<file path="src/rtl/pwm_pkg.sv">
// -----------------------------------------------------------------------------
// pwm_pkg
// Shared definitions for the PWM configuration path:
//   - bus widths for frequency, duty and the count outputs
//   - sequencer state enum
//   - reset defaults (200 kHz, 50 %) from which the power-on counts derive
//   - one restoring-division step, used by seq_div
// -----------------------------------------------------------------------------
package pwm_pkg;

    localparam int FRQ_W  = 32;
    localparam int DUTY_W = 20;
    localparam int CNT_W  = 32;
    localparam int DIV_W  = 64;

    localparam int unsigned DEF_FRQ  = 200_000;
    localparam int unsigned DEF_DUTY = 50;
    localparam int unsigned PCT_FULL = 100;

    typedef enum logic [2:0] {
        IDLE,
        CHECK,
        DIV1,
        MUL,
        DIV2,
        ARM
    } state_e;

    typedef struct packed {
        logic [DIV_W-1:0] rem;
        logic [DIV_W-1:0] quo;
    } div_step_t;

    // One restoring step: shift the next dividend bit (MSB of quo) into the
    // partial remainder, subtract the divisor if it fits and shift the
    // resulting quotient bit into the LSB of quo.  The shifted remainder needs
    // one extra bit for the compare; after a successful subtract the result is
    // below the divisor, so the low DIV_W bits of the difference are exact.
    function automatic div_step_t div_step(
        input logic [DIV_W-1:0] rem,
        input logic [DIV_W-1:0] quo,
        input logic [DIV_W-1:0] dvs
    );
        div_step_t    res;
        logic [DIV_W:0] rem_sh;
        logic         ge;
        rem_sh  = {rem, quo[DIV_W-1]};
        ge      = (rem_sh >= {1'b0, dvs});
        res.rem = ge ? (rem_sh[DIV_W-1:0] - dvs) : rem_sh[DIV_W-1:0];
        res.quo = {quo[DIV_W-2:0], ge};
        return res;
    endfunction

endpackage

</file>
<file path="src/rtl/pwm_cfg_ctrl_if.sv">
// -----------------------------------------------------------------------------
// pwm_cfg_ctrl_if
// Request channel into the PWM configuration sequencer.
//   cfg_valid  master->slave  request valid
//   cfg_ready  slave->master  sequencer idle and able to take a request
//   cfg_frq    master->slave  requested frequency, Hz
//   cfg_duty   master->slave  requested duty, percent
//   cfg_err    slave->master  one-cycle pulse: request rejected by range check
// -----------------------------------------------------------------------------
interface pwm_cfg_ctrl_if;
    import pwm_pkg::*;

    logic              cfg_valid;
    logic              cfg_ready;
    logic [FRQ_W-1:0]  cfg_frq;
    logic [DUTY_W-1:0] cfg_duty;
    logic              cfg_err;

    modport master (
        output cfg_valid,
        output cfg_frq,
        output cfg_duty,
        input  cfg_ready,
        input  cfg_err
    );

    modport slave (
        input  cfg_valid,
        input  cfg_frq,
        input  cfg_duty,
        output cfg_ready,
        output cfg_err
    );

endinterface

</file>
<file path="src/rtl/pwm_cfg_ctrl_seq_div.sv">
// -----------------------------------------------------------------------------
// seq_div
// 64-bit unsigned restoring divider, one quotient bit per clock.
//   clk       system clock
//   rstn      asynchronous active-low reset
//   start     sample dividend/divisor and begin (first step done on this edge)
//   dividend  64-bit numerator
//   divisor   64-bit denominator; 0 yields an all-ones quotient
//   done      one-cycle pulse, quotient valid; start at cycle t -> done at t+64
//   quotient  low QW bits of the quotient (callers here never exceed 32 bits)
// -----------------------------------------------------------------------------
module seq_div
    import pwm_pkg::*;
#(
    parameter int QW = 32
)
(
    input  logic             clk,
    input  logic             rstn,
    input  logic             start,
    input  logic [DIV_W-1:0] dividend,
    input  logic [DIV_W-1:0] divisor,
    output logic             done,
    output logic [QW-1:0]    quotient
);

    logic [DIV_W-1:0] rem_reg;
    logic [DIV_W-1:0] quo_reg;
    logic [DIV_W-1:0] dvs_reg;
    logic [6:0]       cnt_reg;
    logic             run_reg;
    logic             done_reg;
    div_step_t        step;

    // The start edge already performs the first of the 64 steps on the fresh
    // operands, so 63 further edges finish the job and done lands at t+64.
    always_comb begin
        if (start) begin
            step = div_step({DIV_W{1'b0}}, dividend, divisor);
        end else begin
            step = div_step(rem_reg, quo_reg, dvs_reg);
        end
    end

    always_ff @(posedge clk or negedge rstn) begin
        if (!rstn) begin
            rem_reg  <= '0;
            quo_reg  <= '0;
            dvs_reg  <= '0;
            cnt_reg  <= '0;
            run_reg  <= 1'b0;
            done_reg <= 1'b0;
        end else begin
            done_reg <= 1'b0;
            if (start) begin
                rem_reg <= step.rem;
                quo_reg <= step.quo;
                dvs_reg <= divisor;
                cnt_reg <= 7'(DIV_W - 1);
                run_reg <= 1'b1;
            end else if (run_reg) begin
                rem_reg <= step.rem;
                quo_reg <= step.quo;
                cnt_reg <= cnt_reg - 7'd1;
                if (cnt_reg == 7'd1) begin
                    run_reg  <= 1'b0;
                    done_reg <= 1'b1;
                end
            end
        end
    end

    assign done     = done_reg;
    assign quotient = quo_reg[QW-1:0];

endmodule

</file>
<file path="src/rtl/pwm_cfg_ctrl.sv">
// -----------------------------------------------------------------------------
// pwm_cfg_ctrl
// Configuration sequencer for the PWM core.  Takes a frequency/duty request,
// range-checks it, derives period and high-time counts with a shared
// sequential divider and hands them to the PWM counter at a period boundary.
//   clk         system clock, rising edge
//   rstn        asynchronous active-low reset
//   cfg         request channel (valid/ready/frq/duty/err), slave side
//   period_end  one-cycle pulse from the PWM core on the last count of a period
//   period_cnt  clocks per PWM period
//   high_cnt    clocks of high time per period
//   upd         one-cycle pulse in the cycle new counts become visible
//   busy        a request is being processed or is armed
// -----------------------------------------------------------------------------
module pwm_cfg_ctrl
    import pwm_pkg::*;
#(
    parameter int unsigned CLK_HZ   = 100_000_000,
    parameter int unsigned FRQ_MIN  = 1,
    parameter int unsigned FRQ_MAX  = 1_000_000,
    parameter int unsigned DUTY_MAX = 100
)
(
    input  logic              clk,
    input  logic              rstn,
    pwm_cfg_ctrl_if.slave     cfg,
    input  logic              period_end,
    output logic [CNT_W-1:0]  period_cnt,
    output logic [CNT_W-1:0]  high_cnt,
    output logic              upd,
    output logic              busy
);

    localparam logic [CNT_W-1:0] RST_PERIOD = CNT_W'(CLK_HZ / DEF_FRQ);
    localparam logic [CNT_W-1:0] RST_HIGH   =
        CNT_W'(((CLK_HZ / DEF_FRQ) * DEF_DUTY) / PCT_FULL);

    state_e            state_reg;
    logic              ready_reg;
    logic              err_reg;
    logic              upd_reg;
    logic              busy_reg;
    logic [CNT_W-1:0]  period_reg;
    logic [CNT_W-1:0]  high_reg;

    logic [FRQ_W-1:0]  frq_reg;
    logic [DUTY_W-1:0] duty_reg;
    logic [CNT_W-1:0]  p_new_reg;
    logic [CNT_W-1:0]  h_new_reg;

    logic              div_start_reg;
    logic [DIV_W-1:0]  div_dvd_reg;
    logic [DIV_W-1:0]  div_dvs_reg;
    logic              div_done;
    logic [CNT_W-1:0]  div_quo;

    logic              req_bad;
    logic [DIV_W-1:0]  prod;

    // Range check works on the captured request, never on the live bus.
    assign req_bad = (frq_reg < FRQ_MIN) ||
                     (frq_reg > FRQ_MAX) ||
                     (32'(duty_reg) > DUTY_MAX);

    // Full-width product so the later /100 sees no truncation.
    assign prod = DIV_W'(p_new_reg) * DIV_W'(duty_reg);

    // Divider operands and start are registered; this adds one cycle per
    // division and keeps the range-check/multiply paths off the divider.
    seq_div #(
        .QW (CNT_W)
    ) u_div (
        .clk      (clk),
        .rstn     (rstn),
        .start    (div_start_reg),
        .dividend (div_dvd_reg),
        .divisor  (div_dvs_reg),
        .done     (div_done),
        .quotient (div_quo)
    );

    always_ff @(posedge clk or negedge rstn) begin
        if (!rstn) begin
            state_reg     <= IDLE;
            ready_reg     <= 1'b1;
            err_reg       <= 1'b0;
            upd_reg       <= 1'b0;
            busy_reg      <= 1'b0;
            period_reg    <= RST_PERIOD;
            high_reg      <= RST_HIGH;
            frq_reg       <= '0;
            duty_reg      <= '0;
            p_new_reg     <= '0;
            h_new_reg     <= '0;
            div_start_reg <= 1'b0;
            div_dvd_reg   <= '0;
            div_dvs_reg   <= '0;
        end else begin
            div_start_reg <= 1'b0;
            err_reg       <= 1'b0;
            upd_reg       <= 1'b0;

            case (state_reg)
                IDLE: begin
                    // Returning to IDLE drops ready for one cycle, so ready
                    // reappears the cycle after upd / cfg_err.
                    ready_reg <= 1'b1;
                    if (cfg.cfg_valid && ready_reg) begin
                        frq_reg   <= cfg.cfg_frq;
                        duty_reg  <= cfg.cfg_duty;
                        ready_reg <= 1'b0;
                        busy_reg  <= 1'b1;
                        state_reg <= CHECK;
                    end
                end

                CHECK: begin
                    if (req_bad) begin
                        err_reg   <= 1'b1;
                        busy_reg  <= 1'b0;
                        state_reg <= IDLE;
                    end else begin
                        div_dvd_reg   <= DIV_W'(CLK_HZ);
                        div_dvs_reg   <= DIV_W'(frq_reg);
                        div_start_reg <= 1'b1;
                        state_reg     <= DIV1;
                    end
                end

                DIV1: begin
                    if (div_done) begin
                        p_new_reg <= div_quo;
                        state_reg <= MUL;
                    end
                end

                MUL: begin
                    div_dvd_reg   <= prod;
                    div_dvs_reg   <= DIV_W'(PCT_FULL);
                    div_start_reg <= 1'b1;
                    state_reg     <= DIV2;
                end

                DIV2: begin
                    if (div_done) begin
                        h_new_reg <= div_quo;
                        state_reg <= ARM;
                    end
                end

                ARM: begin
                    // Swap both counts together on the boundary so the PWM
                    // core never sees a mixed old/new pair.
                    if (period_end) begin
                        period_reg <= p_new_reg;
                        high_reg   <= h_new_reg;
                        upd_reg    <= 1'b1;
                        busy_reg   <= 1'b0;
                        state_reg  <= IDLE;
                    end
                end

                default: begin
                    busy_reg  <= 1'b0;
                    state_reg <= IDLE;
                end
            endcase
        end
    end

    assign cfg.cfg_ready = ready_reg;
    assign cfg.cfg_err   = err_reg;
    assign period_cnt    = period_reg;
    assign high_cnt      = high_reg;
    assign upd           = upd_reg;
    assign busy          = busy_reg;

endmodule
</file>
<file path="src/flat_wrapper.sv">
// flat-port wrapper written by rule: the top's interface ports become plain ports
module pwm_cfg_ctrl_flat import pwm_pkg::*;
#(
    parameter int unsigned CLK_HZ   = 100_000_000,
    parameter int unsigned FRQ_MIN  = 1,
    parameter int unsigned FRQ_MAX  = 1_000_000,
    parameter int unsigned DUTY_MAX = 100
)
  (clk, rstn, period_end, period_cnt, high_cnt, upd, busy, cfg_cfg_valid, cfg_cfg_frq, cfg_cfg_duty, cfg_cfg_ready, cfg_cfg_err);
  pwm_cfg_ctrl_if cfg_i ();
  input  logic clk;
  input  logic rstn;
  input  logic period_end;
  output logic [CNT_W-1:0] period_cnt;
  output logic [CNT_W-1:0] high_cnt;
  output logic upd;
  output logic busy;
  input wire logic [$bits(cfg_i.cfg_valid)-1:0] cfg_cfg_valid;
  input wire logic [$bits(cfg_i.cfg_frq)-1:0] cfg_cfg_frq;
  input wire logic [$bits(cfg_i.cfg_duty)-1:0] cfg_cfg_duty;
  output wire logic [$bits(cfg_i.cfg_ready)-1:0] cfg_cfg_ready;
  output wire logic [$bits(cfg_i.cfg_err)-1:0] cfg_cfg_err;
  assign cfg_i.cfg_valid = cfg_cfg_valid;
  assign cfg_i.cfg_frq = cfg_cfg_frq;
  assign cfg_i.cfg_duty = cfg_cfg_duty;
  assign cfg_cfg_ready = cfg_i.cfg_ready;
  assign cfg_cfg_err = cfg_i.cfg_err;
  pwm_cfg_ctrl #(.CLK_HZ(CLK_HZ), .FRQ_MIN(FRQ_MIN), .FRQ_MAX(FRQ_MAX), .DUTY_MAX(DUTY_MAX)) u_core (.clk(clk), .rstn(rstn), .cfg(cfg_i), .period_end(period_end), .period_cnt(period_cnt), .high_cnt(high_cnt), .upd(upd), .busy(busy));
endmodule
</file>
<file path="config.mk">
export PLATFORM = sky130hd
export DESIGN_NAME = pwm_cfg_ctrl_flat
export DESIGN_NICKNAME = d
export VERILOG_FILES = /design/src/rtl/pwm_pkg.sv /design/src/rtl/pwm_cfg_ctrl_if.sv /design/src/rtl/pwm_cfg_ctrl_seq_div.sv /design/src/rtl/pwm_cfg_ctrl.sv /design/src/flat_wrapper.sv
export SDC_FILE = /design/constraint.sdc
export NUM_CORES = 2
export LEC_CHECK = 0
export BUFFER_PORTS_ARGS = -buffer_cell sky130_fd_sc_hd__buf_4
export CORE_MARGIN = 5
export CORE_UTILIZATION = 55
export DETAILED_ROUTE_END_ITERATION = 10
export MAX_ROUTING_LAYER = met4
export PLACE_DENSITY_LB_ADDON = 0.05
export RECOVER_POWER = 25
export SYNTH_ARGS = -nofsm -noshare
export SYNTH_HDL_FRONTEND = slang
export SYNTH_HIERARCHICAL = 1
export SYNTH_SLANG_ARGS = --single-unit
</file>
<file path="constraint.sdc">
create_clock -name clk -period 8 [get_ports clk]
set_input_delay 1.2 -clock clk [delete_from_list [all_inputs] [get_ports clk]]
set_output_delay 1.2 -clock clk [all_outputs]
set_load 0.01 [all_outputs]
</file>
-- Word level (Yosys, flattened, before mapping)
Cells that the tools add are included.
- input port bits: 56
- output and inout port bits: 68
- flip-flop bits (word level): 517
- logic and storage cells: 92
- add/subtract/negate cells: 3
- bitwise logic cells: 1
- multipliers: 1
- magnitude comparators: 5
- mux-type cells: 36
- equality and inequality tests: 12
- reduce and logical (&&, ||, !) cells: 14
- operators by type and width (kind ; number):
    $mux W64 ; 8
    $pmux W64 S2 ; 2
    $mux W128 ; 1
    $ge A65 B64 Y1 ; 1
    $ge A1 B64 Y1 ; 1
    $sub A1 B64 Y64 ; 1
    $sub A64 B64 Y64 ; 1
    $mul A32 B20 Y52 ; 1
    $gt A32 B20 Y1 const B ; 1
    $lt A32 B1 Y1 const B ; 1
    $gt A20 B7 Y1 const B ; 1
    $pmux W3 S6 ; 1
    $mux W1 ; 15
    $mux W7 ; 2
    $mux W3 ; 4
    $reduce_and A2 Y1 ; 5
    $ne A2 B2 Y1 const B ; 4
    $reduce_and A4 Y1 ; 2
    $eq A7 B1 Y1 const B ; 1
    $sub A7 B1 Y7 const B ; 1
    $eq A3 B2 Y1 const B ; 2
    $eq A3 B3 Y1 const B ; 2
    $ne A2 B1 Y1 const B ; 2
    $pmux W1 S4 ; 1
    other kinds (9) ; 11

-- Depth between registers and ports, before layout
- depth after elaboration: 5
- mapped depth: 27
- gate-level depth less buffers: 25

-- Modules after synthesis
Netlist, hierarchy kept.
- by module, submodules not included (module ; cells an instance ; sequential area each (sq um) ; instances ; area each (sq um)):
    pwm_cfg_ctrl ; 3288 ; 6822.8 ; 1 ; 31121.1
    seq_div ; 1566 ; 5029.8 ; 1 ; 13030.0

-- Worst setup path before layout
Ideal clock, no wire load.
- path type: flip-flop to flip-flop
- from: reg u_core.duty_reg[13]
- to: reg u_core.div_dvd_reg[47]
- buffers on the path: 3
- period minus slack after synthesis: 6964 ps
- cell stages (with the launch flop): 27
- setup slack: 1036 ps
- data arrival time: 6895 ps
- library setup time: 69 ps
- data required time: 7931 ps
- cells stage by stage: dfrtp_1 clkbuf_1 clkbuf_1 nand2_1 fa_1 inv_1 fa_1 inv_1 fa_1 inv_1 fa_1 fa_1 fa_1 inv_1 fa_1 inv_1 ha_1 buf_4 nand4_4 nor4_4 nand3_1 o21ai_2 o21a_4 a31oi_4 o41a_1 or4_1 nand3_1
- cells in the longest elaborated chain, start to end: 4
- elaborated cells between the ends (all ways): 6
- those cells by class: mul: 1; order compare: 1; eq/ne: 1; mux: 1; reduce/logical: 2
- ends and longest elaborated chain (element ; line ; RTL):
    start: declaration ; pwm_cfg_ctrl.sv:47 ; logic [DUTY_W-1:0] duty_reg;
    start signal: assignment ; pwm_cfg_ctrl.sv:110 ; duty_reg <= cfg.cfg_duty;
    parallel branches: the longest is 4 deep, another holds $mul A32 B20 Y52 ; - ;
    end signal: assignment ; pwm_cfg_ctrl.sv:123 ; div_dvd_reg <= DIV_W'(CLK_HZ);
    end signal: assignment ; pwm_cfg_ctrl.sv:138 ; div_dvd_reg <= prod;
    end: declaration ; pwm_cfg_ctrl.sv:52 ; logic [DIV_W-1:0] div_dvd_reg;
Several ways; the timed one is not identified.
A chain may end at the register's enable or synchronous reset.

-- Worst setup path in the final report
- from: reg u_core.duty_reg[14]
- to: reg u_core.div_dvd_reg[47]
The elaborated chain is that of the path after synthesis.

==> reports/qor.txt <==
Clk slew on worst S/H paths: 60 ps
Tmin final: 7640 ps
Main synth FF type: dfrtp_1
Final period util: 0.955
Switch share: 0.230
Crit-path cells: nand2_1 -> fa_1 -> inv_1 -> fa_1 -> fa_1 -> fa_1 -> fa_1 -> fa_1 -> inv_1 -> fa_1 -> inv_1 -> ha_1 -> nand4_4 -> nor4_4 -> nand3_1 -> o21ai_2 -> o21a_4 -> a31oi_4 -> o41a_1 -> or4_1 -> nand3_1
Post-synthesis instance total: 4854
Skew final: 30.0 ps
CTS Buffer Depth: 3
Max Freq: 131 MHz
Row count: 104
Setup TNS: 0 ps
Crit path capture type: flop
Fin nets: 5743
Most frequent cells after synthesis: nand2_1 (926), inv_1 (686), fa_1 (537)
Die ar.: 0.0860 mm²
Worst hold slack: 449 ps
Crit Path Class: reg2reg
Comb pwr share: 0.015
Antenna violations before repair: 0
Post-synth EDFFs: 0
Failing checks: capacitance limit, slew limit
Top-count cell post-synth: nand2_1
Die Width: 293 µm
DR pass1 iterations: 5
Gr usage total: 0.292
Number of distinct library cells after synthesis: 95
# hold bufs at CTS: 0
Die height: 293 µm
Initial core utilization: 0.552
Layout filler cell count: 7142
H-tree depth: 2
P_leak: 24.7 nW
Post-Syn Area per Cell: 9.10 µm²
CP max-delay cell: dfrtp_1
Final hold violations: 0
Crit path launch type: flop
Worst-Margin Slew: 4040 ps
Slew HR: -1.70
Max FO, Critical Path: 17
CP arrival: 8230 ps
Root Driver: clkbuf_16
Maximum VDD drop: 0.000154 V
#FFs+latches synth: 473
CTS tree: yes
CTS Buf Count: 56
# Post-CTS Setup Buffers: 0
Cts repair resizes: 0
Flop pwr share: 0.466
# DRC: 0
Layout cells sized above 1: 0.106
Ant. Diodes: 0
Worst EP required: 8580 ps
Slew Viols, Final: 192
Async SR Flop Fraction: 1.00
Clk sinks: 473
Antenna-violating nets left: 0
WL final: 120000 µm
P&R area growth vs syn: 9.70%
Pin count of the biggest net entering global routing: 229
Unrepaired setup endpoints after global routing: no
Avg Vias per Cell: 5.56
RD Place Congestion: 0.925
Post-Synthesis Cell Area: 0.0442 mm²
Outcome: complete, but fails checks
Top-area cell type share of the netlist area: 0.261
Routed length per instance: 19.9 µm
Synth area leader: dfrtp_1
Clk_lat worst skew: 660 ps
Yosys warns: 6
Port Buffers: 123
Min-delay worst type: reg2reg
Clock share of power: 0.519
Delay of the slowest critical-path stage: 950 ps
Number of global-route vias before repair: 34500
Starting DRC count in detailed routing: 2061
Grt total ovfl: 0
I/O pins: 124
Cell-internal power: 3.96 mW
Net Switching: 1.18 mW
Hpwl dp: 88800 µm
Total Power: 5.14 mW
First-pass GRT wire length: 194000 µm
Fin util: 0.605
Most frequent CP cell: fa_1
Final setup viols: 0
Core box area: 0.0800 mm²
Sequential area share after synthesis: 0.268
Synth top area cells: dfrtp_1 (26%), fa_1 (24%), nand2_1 (7.9%)
DR vias: 33500
PD cells: 106 mW/mm²
Max-cap violations: 2
## routing by layer
layer | vias up | track usage | part of all wire
met5 | - | - | 0
met1 | 16900 | 0.402 | 0.44
met3 | 233 | 0.0377 | 0.052
li1 | 15400 | - | -
met4 | 0 | 0.0970 | 0.040
met2 | 908 | 0.455 | 0.47
## path summary, 6_finish.rpt
| check | from | to | slack, ps | cells past startpoint |
|---|---|---|---|---|
| worst max-delay path | u_core/duty_reg[14] | u_core/div_dvd_reg[47] | 360 | 21 |
| worst min-delay path | u_core/h_new_reg[17] | u_core/high_cnt[17] | 450 | 2 |
| worst max register to register | u_core/duty_reg[14] | u_core/div_dvd_reg[47] | 360 | 21 |
| worst min register to register | u_core/h_new_reg[17] | u_core/high_cnt[17] | 450 | 2 |
| max in group asynchronous | rstn | u_core/frq_reg[22] | 1470 | 2 |
| min in group asynchronous | rstn | u_core/u_div/rem_reg[46] | 1950 | 1 |
## power groups by stage
stage | sequential [mW] | clock, mW | combinational, mW
2_1_floorplan | 2.44 | 0 | 0.00634
3_3_place_gp | 2.44 | 0 | 0.0835
3_5_place_dp | 2.44 | 0 | 0.0839
4_1_cts | 2.39 | 2.74 | 0.0840
5_1_grt | 2.39 | 2.84 | 0.0929
6_report | 2.39 | 2.67 | 0.0779
## kinds of logic (layout without fill, tap and decap cells)
group | Yosys count | count (layout) | synth area share
adder cells (fa/ha/maj) | 768 | 768 | 0.309
multiplexers | 195 | 195 | 0.0475
other | 1 | 77 | 0.0000849
AND/OR/NAND/NOR | 1568 | 1568 | 0.164
buffers and inverters | 1011 | 1046 | 0.0910
flip-flops | 473 | 473 | 0.268
XOR/XNOR | 111 | 111 | 0.0220
AO/OA/AOI/OAI | 727 | 727 | 0.0977
## layout by cell type (no fill, tap or decap), drive strengths merged, types with 13 or more instances in the layout
master    n
fa      537
buf     253
a21o     48
and2    303
nor4     29
mux2i    78
nand2b   18
ha      230
dfrtp   460
a31oi    54
dfstp    13
conb     77
nand4    44
inv     692
and3     14
nor2     94
o21bai   19
nor2b    15
nand2   928
nand3    61
xor2     45
clkinv   17
mux2    117
xnor2    66
o21ai   313
nor3     30
clkbuf   77
a21oi   191
## through the flow
stage	std cells	setup slack, ps	area, µm²
after floorplan	4930	1040	44400
after global placement	5922	469	46600
after detailed placement	5922	390	46600
after CTS	6025	370	48500
after global routing	6025	2.61	48400
final	6025	357	48400
## layout make-up
type,count,area (µm²),share of cell area
Tap cell,1060,1330,0.0274
Inverter,687,2580,0.0532
Clock inverter,29,340,0.00703
Multi-Input combinational cell,3446,28600,0.591
Clock buffer,74,1560,0.0322
Sequential cell,473,11900,0.245
Timing Repair Buffer,256,2150,0.0444
## critical path, delay by kind of cell (launching register included)
family	cells	cell delay [ps]
buffers and inverters	3	150
AO/OA/AOI/OAI	4	1050
adder cells (fa/ha/maj)	8	4150
AND/OR/NAND/NOR	6	1260
flip-flops	1	950
Note: power is estimated with default switching activity, not from simulation.
